[src/rtl/msi_bus_pkg.sv]
// MSI shared-bus definitions: op codes, arbiter states and field widths.
// Shared by the bus arbiter, the cache controllers and the memory model.
package msi_bus_pkg;

   localparam int OP_W   = 3;
   localparam int ADDR_W = 5;
   localparam int LINE_W = 16;

   localparam logic [OP_W-1:0] OP_NONE  = 3'd0;
   localparam logic [OP_W-1:0] OP_RD    = 3'd1;
   localparam logic [OP_W-1:0] OP_UPGR  = 3'd2;
   localparam logic [OP_W-1:0] OP_FLUSH = 3'd3;
   localparam logic [OP_W-1:0] OP_RDX   = 3'd4;

   typedef enum logic [2:0] {
      S_IDLE,
      S_GRANT,
      S_ADDR,
      S_SNOOP,
      S_MEM,
      S_DONE
   } arb_state_e;

endpackage

[src/rtl/rr_arbiter.sv]
// Combinational round-robin pick: first requester after the last owner,
// wrapping, returned as one-hot grant plus index.
module rr_arbiter #(
   parameter int N = 4,
   parameter int W = $clog2(N)
) (
   input  logic [N-1:0] req,
   input  logic [W-1:0] last,
   output logic [N-1:0] gnt,
   output logic [W-1:0] idx,
   output logic         any
);

   logic [W-1:0] cand;

   always_comb begin
      gnt  = '0;
      idx  = '0;
      any  = 1'b0;
      cand = last;
      for (int k = 0; k < N; k++) begin
         cand = (cand == W'(N - 1)) ? '0 : cand + W'(1);
         if (!any && req[cand]) begin
            any       = 1'b1;
            idx       = cand;
            gnt[cand] = 1'b1;
         end
      end
   end

endmodule

[src/rtl/msi_bus_arbiter.sv]
// MSI shared-bus controller: round-robin grant, one-cycle op broadcast,
// snoop-flush capture, memory sequencing and bus_done completion pulse.
module msi_bus_arbiter
   import msi_bus_pkg::*;
#(
   parameter int NCACHE        = 4,
   parameter int GRANT_TIMEOUT = 15,
   parameter int SNOOP_WIN     = 2,
   localparam int OW           = $clog2(NCACHE)
) (
   input  logic                     clk,
   input  logic                     reset,
   input  logic [NCACHE-1:0]        cache_request,
   output logic [NCACHE-1:0]        cache_grant,
   input  logic [OP_W*NCACHE-1:0]   cache_op,
   input  logic [ADDR_W*NCACHE-1:0] cache_addr,
   input  logic [LINE_W*NCACHE-1:0] cache_dout,
   input  logic [NCACHE-1:0]        cache_done,
   output logic [OP_W-1:0]          bus_op,
   output logic [ADDR_W-1:0]        bus_addr,
   output logic [LINE_W-1:0]        bus_data,
   output logic                     bus_done,
   output logic [OW-1:0]            bus_owner,
   output logic                     mem_req,
   output logic                     mem_we,
   output logic [ADDR_W-1:0]        mem_addr,
   output logic [LINE_W-1:0]        mem_wdata,
   input  logic [LINE_W-1:0]        mem_rdata,
   input  logic                     mem_ack
);

   arb_state_e state_q, state_d;
   logic [OW-1:0] owner_q, owner_d, bus_owner_q, bus_owner_d;
   logic [NCACHE-1:0] grant_q, grant_d;
   logic [ADDR_W-1:0] addr_q, addr_d, bus_addr_q, bus_addr_d;
   logic [ADDR_W-1:0] mem_addr_q, mem_addr_d;
   logic [OP_W-1:0] bus_op_q, bus_op_d;
   logic [LINE_W-1:0] bus_data_q, bus_data_d, mem_wdata_q, mem_wdata_d;
   logic [7:0] cnt_q, cnt_d;
   logic bus_done_q, bus_done_d, mem_req_q, mem_req_d, mem_we_q, mem_we_d;

   logic [OP_W-1:0]   op_a   [NCACHE];
   logic [ADDR_W-1:0] addr_a [NCACHE];
   logic [LINE_W-1:0] dout_a [NCACHE];
   logic [NCACHE-1:0] rr_gnt;
   logic [OW-1:0] rr_idx, snp_idx;
   logic rr_any, snp_hit;

   always_comb begin
      for (int i = 0; i < NCACHE; i++) begin
         op_a[i]   = cache_op[OP_W*i +: OP_W];
         addr_a[i] = cache_addr[ADDR_W*i +: ADDR_W];
         dout_a[i] = cache_dout[LINE_W*i +: LINE_W];
      end
   end

   rr_arbiter #(.N(NCACHE), .W(OW)) u_rr (
      .req  (cache_request),
      .last (owner_q),
      .gnt  (rr_gnt),
      .idx  (rr_idx),
      .any  (rr_any)
   );

   // Descending scan so the lowest-index flusher wins.
   always_comb begin
      snp_hit = 1'b0;
      snp_idx = '0;
      for (int j = NCACHE - 1; j >= 0; j--) begin
         if (OW'(j) != owner_q && cache_done[j] &&
             op_a[j] == OP_FLUSH && addr_a[j] == addr_q) begin
            snp_hit = 1'b1;
            snp_idx = OW'(j);
         end
      end
   end

   always_comb begin
      state_d     = state_q;
      owner_d     = owner_q;
      bus_owner_d = bus_owner_q;
      grant_d     = grant_q;
      addr_d      = addr_q;
      cnt_d       = cnt_q;
      bus_op_d    = OP_NONE;
      bus_addr_d  = '0;
      bus_data_d  = bus_data_q;
      bus_done_d  = 1'b0;
      mem_req_d   = mem_req_q;
      mem_we_d    = mem_we_q;
      mem_addr_d  = mem_addr_q;
      mem_wdata_d = mem_wdata_q;
      unique case (state_q)
         S_IDLE: begin
            if (rr_any) begin
               owner_d     = rr_idx;
               bus_owner_d = rr_idx;
               grant_d     = rr_gnt;
               cnt_d       = '0;
               state_d     = S_GRANT;
            end
         end
         S_GRANT: begin
            cnt_d = cnt_q + 8'd1;
            if (cache_request[owner_q] && op_a[owner_q] != OP_NONE) begin
               addr_d = addr_a[owner_q];
               if (op_a[owner_q] == OP_FLUSH) begin
                  mem_req_d   = 1'b1;
                  mem_we_d    = 1'b1;
                  mem_addr_d  = addr_a[owner_q];
                  mem_wdata_d = dout_a[owner_q];
                  bus_data_d  = dout_a[owner_q];
                  state_d     = S_MEM;
               end else begin
                  bus_op_d   = op_a[owner_q];
                  bus_addr_d = addr_a[owner_q];
                  state_d    = S_ADDR;
               end
            end else if (!cache_request[owner_q] ||
                         cnt_q == 8'(GRANT_TIMEOUT - 1)) begin
               grant_d = '0;
               state_d = S_IDLE;
            end
         end
         S_ADDR: begin
            cnt_d = '0;
            if (bus_op_q == OP_UPGR) begin
               bus_done_d = 1'b1;
               grant_d    = '0;
               state_d    = S_DONE;
            end else begin
               state_d = S_SNOOP;
            end
         end
         S_SNOOP: begin
            if (snp_hit) begin
               mem_req_d   = 1'b1;
               mem_we_d    = 1'b1;
               mem_addr_d  = addr_q;
               mem_wdata_d = dout_a[snp_idx];
               bus_data_d  = dout_a[snp_idx];
               state_d     = S_MEM;
            end else if (cnt_q == 8'(SNOOP_WIN - 1)) begin
               mem_req_d  = 1'b1;
               mem_we_d   = 1'b0;
               mem_addr_d = addr_q;
               state_d    = S_MEM;
            end else begin
               cnt_d = cnt_q + 8'd1;
            end
         end
         S_MEM: begin
            if (mem_ack) begin
               mem_req_d  = 1'b0;
               bus_done_d = 1'b1;
               grant_d    = '0;
               state_d    = S_DONE;
               if (!mem_we_q) bus_data_d = mem_rdata;
            end
         end
         S_DONE: state_d = S_IDLE;
         default: state_d = S_IDLE;
      endcase
   end

   always_ff @(posedge clk or negedge reset) begin
      if (!reset) begin
         state_q     <= S_IDLE;
         owner_q     <= OW'(NCACHE - 1);
         bus_owner_q <= '0;
         grant_q     <= '0;
         addr_q      <= '0;
         cnt_q       <= '0;
         bus_op_q    <= OP_NONE;
         bus_addr_q  <= '0;
         bus_data_q  <= '0;
         bus_done_q  <= 1'b0;
         mem_req_q   <= 1'b0;
         mem_we_q    <= 1'b0;
         mem_addr_q  <= '0;
         mem_wdata_q <= '0;
      end else begin
         state_q     <= state_d;
         owner_q     <= owner_d;
         bus_owner_q <= bus_owner_d;
         grant_q     <= grant_d;
         addr_q      <= addr_d;
         cnt_q       <= cnt_d;
         bus_op_q    <= bus_op_d;
         bus_addr_q  <= bus_addr_d;
         bus_data_q  <= bus_data_d;
         bus_done_q  <= bus_done_d;
         mem_req_q   <= mem_req_d;
         mem_we_q    <= mem_we_d;
         mem_addr_q  <= mem_addr_d;
         mem_wdata_q <= mem_wdata_d;
      end
   end

   assign cache_grant = grant_q;
   assign bus_op      = bus_op_q;
   assign bus_addr    = bus_addr_q;
   assign bus_data    = bus_data_q;
   assign bus_done    = bus_done_q;
   assign bus_owner   = bus_owner_q;
   assign mem_req     = mem_req_q;
   assign mem_we      = mem_we_q;
   assign mem_addr    = mem_addr_q;
   assign mem_wdata   = mem_wdata_q;

endmodule
[config.mk]
export PLATFORM = sky130hd
export DESIGN_NAME = msi_bus_arbiter
export DESIGN_NICKNAME = d
export VERILOG_FILES = /design/src/rtl/msi_bus_pkg.sv /design/src/rtl/rr_arbiter.sv /design/src/rtl/msi_bus_arbiter.sv
export SDC_FILE = /design/constraint.sdc
export NUM_CORES = 1
export LEC_CHECK = 0
export ABC_AREA = 1
export CORE_AREA = 8 8 126 128
export DETAILED_ROUTE_END_ITERATION = 10
export DIE_AREA = 0 0 134 136
export GPL_TIMING_DRIVEN = 1
export PLACE_DENSITY = 0.77
export SLEW_MARGIN = 40
export SYNTH_ARGS = -nofsm -noshare
export SYNTH_HDL_FRONTEND = slang
export SYNTH_HIERARCHICAL = 1
export SYNTH_SLANG_ARGS = --single-unit
[constraint.sdc]
create_clock -name clk -period 2.7 [get_ports clk]
set_input_delay 0.54 -clock clk [delete_from_list [all_inputs] [get_ports clk]]
set_output_delay 0.54 -clock clk [all_outputs]
set_load 0.05 [all_outputs]
==> out/results.txt, run 1 <==
FFs w/ async S/R, synth - 100%
Worst Tran Pin Value - 593 ps
TritonCTS clock tree - built
Reg clk slew, reported paths - 60 ps
vias in the first global route - 6710
Initial Util - 42.3%
Synth Area per Inst - 6.18 um^2
share of layout cells above drive strength 1 - 8.15%
worst-case clock buffer depth - 2
Synth Warn # - 6
area overhead of the layout relative to synthesis - 41.0%
H-tree Lvls - 3
Setup CP Type - flop to flop
Max-slew headroom - 60.4%
Layout Skew - 7.04 ps
CP endpoint kind - flop
nets - 1281
Critical Path Start - owner_q[0]
root buf cell - clkbuf_16
# clock sinks - 72
# rows - 44
TritonCTS Buffers - 9
DRT Pass-1 Iters - 6
# placed instances - 1318
r2r startpoint - owner_q[0]
die span in x - 134 um
total power - 9.86 mW
post-synthesis sequential area ratio - 30.4%
P_leak - 4.36 nW
peak supply drop - 779 uV
final worst slack - 147 ps
required time worst endpoint - 2880 ps
R2R Setup Slk - 150 ps
Core ar. - 14000 um^2
DRT antenna net count - 0
antenna cell count - 0
Synth top area share - 29.5%
# DRC - 0
ys flop type - dfrtp_1
Post-Layout Cell Count - 1337
Die ar. - 18200 um^2
die height - 136 um
DR vias/cell - 5.23
Yosys reg bits - 72
crit start category - flop
CP endpoint - bus_done
Routed WL per cell - 16.4 um
most frequent cells in the layout - nand2_1, clkdlybuf4s50_1, inv_1
commonest non-fill, non-tap cell in the layout - nand2_1
Starting DRT DRC Count - 591
Placer Congestion - 0.981
Critical Path Fanout Max - 11
detailed-route via count - 6992
I/O Pins - 177
WL final - 22000 um
CP arrival - 2740 ps
Synth Cell Area - 5940 um^2
Final HPWL DP - 16600 um
Synth area leader - dfrtp_1
Clock Latency Late Sink - 340 ps
Slew Limit Fails - 0
Post-Syn Nets - 1095
remaining global-route overflow - 0
Distinct cells, synth - 42
IO buf count - 176
fmax - 392 MHz
All-Layer GR Usage - 23.7%
RR Endpoint - bus_done
Post-synth EDFFs - 0
period utilization - 94.6%
initial antenna violation count - 2
largest net degree at the start of global routing - 41
R2R cell count - 13
unrepaired setup endpoints after global routing - no
crit path time final - 2550 ps
worst min path class - input pin to asynchronous set/reset pin
Mapped Cells - 962
final hold violations - 0
global-route wire length before repair - 34300 um
final setup fails - 0
Setup Slack @ Placement - -47.9 ps
largest cells by area after synthesis - dfrtp_1, nand2_1, inv_1
run status - finished clean
max-cap violations - 0
Power Dens Cells - 1180 nW/um^2
## report_power, final
part           total [mW]  switching (mW)  internal [mW]
Combinational        6.75            4.44           2.30
Sequential           1.88           0.327           1.56
Clock                1.23           0.466          0.764
## synth_stat cells (4+ instances only)
library cell  number
nand2_1          266
inv_1            154
nor2_1           117
nand3_1           96
dfrtp_1           70
o21ai_0           40
a21oi_1           35
o22ai_1           19
clkbuf_1          17
a221oi_1          16
nand2_2           14
nand4_1           14
inv_2             12
ha_1              10
buf_2              9
xor2_1             8
o21ai_1            7
nor3_1             6
a22oi_1            5
o21a_1             5
nand3_2            4
nor2_2             4
## cells by family after synthesis
group                    Yosys count  share of synthesized area [%]
AO/OA/AOI/OAI                    137                           13.9
XOR/XNOR                           9                           1.33
adder cells (fa/ha/maj)           10                           2.11
buffers and inverters            201                           13.4
flip-flops                        72                           30.4
AND/OR/NAND/NOR                  533                           38.9
## layer usage
metal	wire, um	track usage, %
met1	9030	29.0
met2	10400	39.1
met3	1760	5.17
met4	737	10.9
met5	23	0
## final cells by class
class / count / area [um^2]
Clock buffer: 13 / 260
Clock inverter: 3 / 40.0
Fill cell: 1311 / 5660
Inverter: 169 / 639
Multi-Input combinational cell: 689 / 3350
Sequential cell: 72 / 1800
Tap cell: 184 / 230
Timing Repair Buffer: 207 / 2050
## sequential cells by signal (all words and copies together), names as in the netlist
signal       count
mem_we           1
mem_wdata       16
bus_data        16
mem_addr         5
cache_grant      4
cnt_q            8
bus_owner        2
state_q          3
bus_done         1
addr_q           5
bus_addr         5
mem_req          1
bus_op           3
owner_q          2
## critical path, cell delays in order (launching register included)
cell	delay (ps)
dfstp_2	570
buf_4	190
inv_2	50
nand2_2	260
nand2_1	90
nor2_1	110
nand2_1	70
nor2_1	130
nor2_2	90
nand3_1	110
nor2_1	60
nor2_1	150
nand2_1	100
o21ai_0	390
## per-stage QoR
stage / util (%) / TNS [ps] / hold slack, ps / area, um^2
floorplan: - / 0 / 244 / 5940
global placement: 57.3 / 0 / 467 / 8040
detailed placement: 57.3 / -257 / 476 / 8040
CTS: 59.5 / 0 / 182 / 8350
global route: 59.7 / 0 / 179 / 8380
finish: 59.7 / 0 / 153 / 8380
## worst min-delay path by stage
stage	from	endpoint	slack (ps)	depth (start not counted)
global route	reset	cache_grant[0]	180	1
floorplan	reset	addr_q[0]	240	0
detailed placement	cache_grant[0]	cache_grant[0]	480	2
global placement	cache_grant[1]	cache_grant[1]	470	2
finish	reset	cache_grant[2]	150	1
CTS	reset	cache_grant[0]	180	1
## timing repair
item | CTS | global route
setup buffers | 0 | 3
resized for setup | 1 | 4
gates cloned | 0 | 0
setup endpoints to repair | 20 | 42
pin swaps | 0 | 1
hold buffers | 0 | 0
Note: power is estimated with default switching activity, not from simulation.
==> run 2: changes to the inputs <==
--- a/config.mk
+++ b/config.mk
@@ -6,6 +6,7 @@
 export NUM_CORES = 1
 export LEC_CHECK = 0
 export ABC_AREA = 1
+export ABC_CLOCK_PERIOD_IN_PS = 2700
 export CORE_AREA = 8 8 126 128
 export DETAILED_ROUTE_END_ITERATION = 10
 export DIE_AREA = 0 0 134 136
==> results of run 2 <==
Final layout, timing and power as in run 1 (identical DEF).
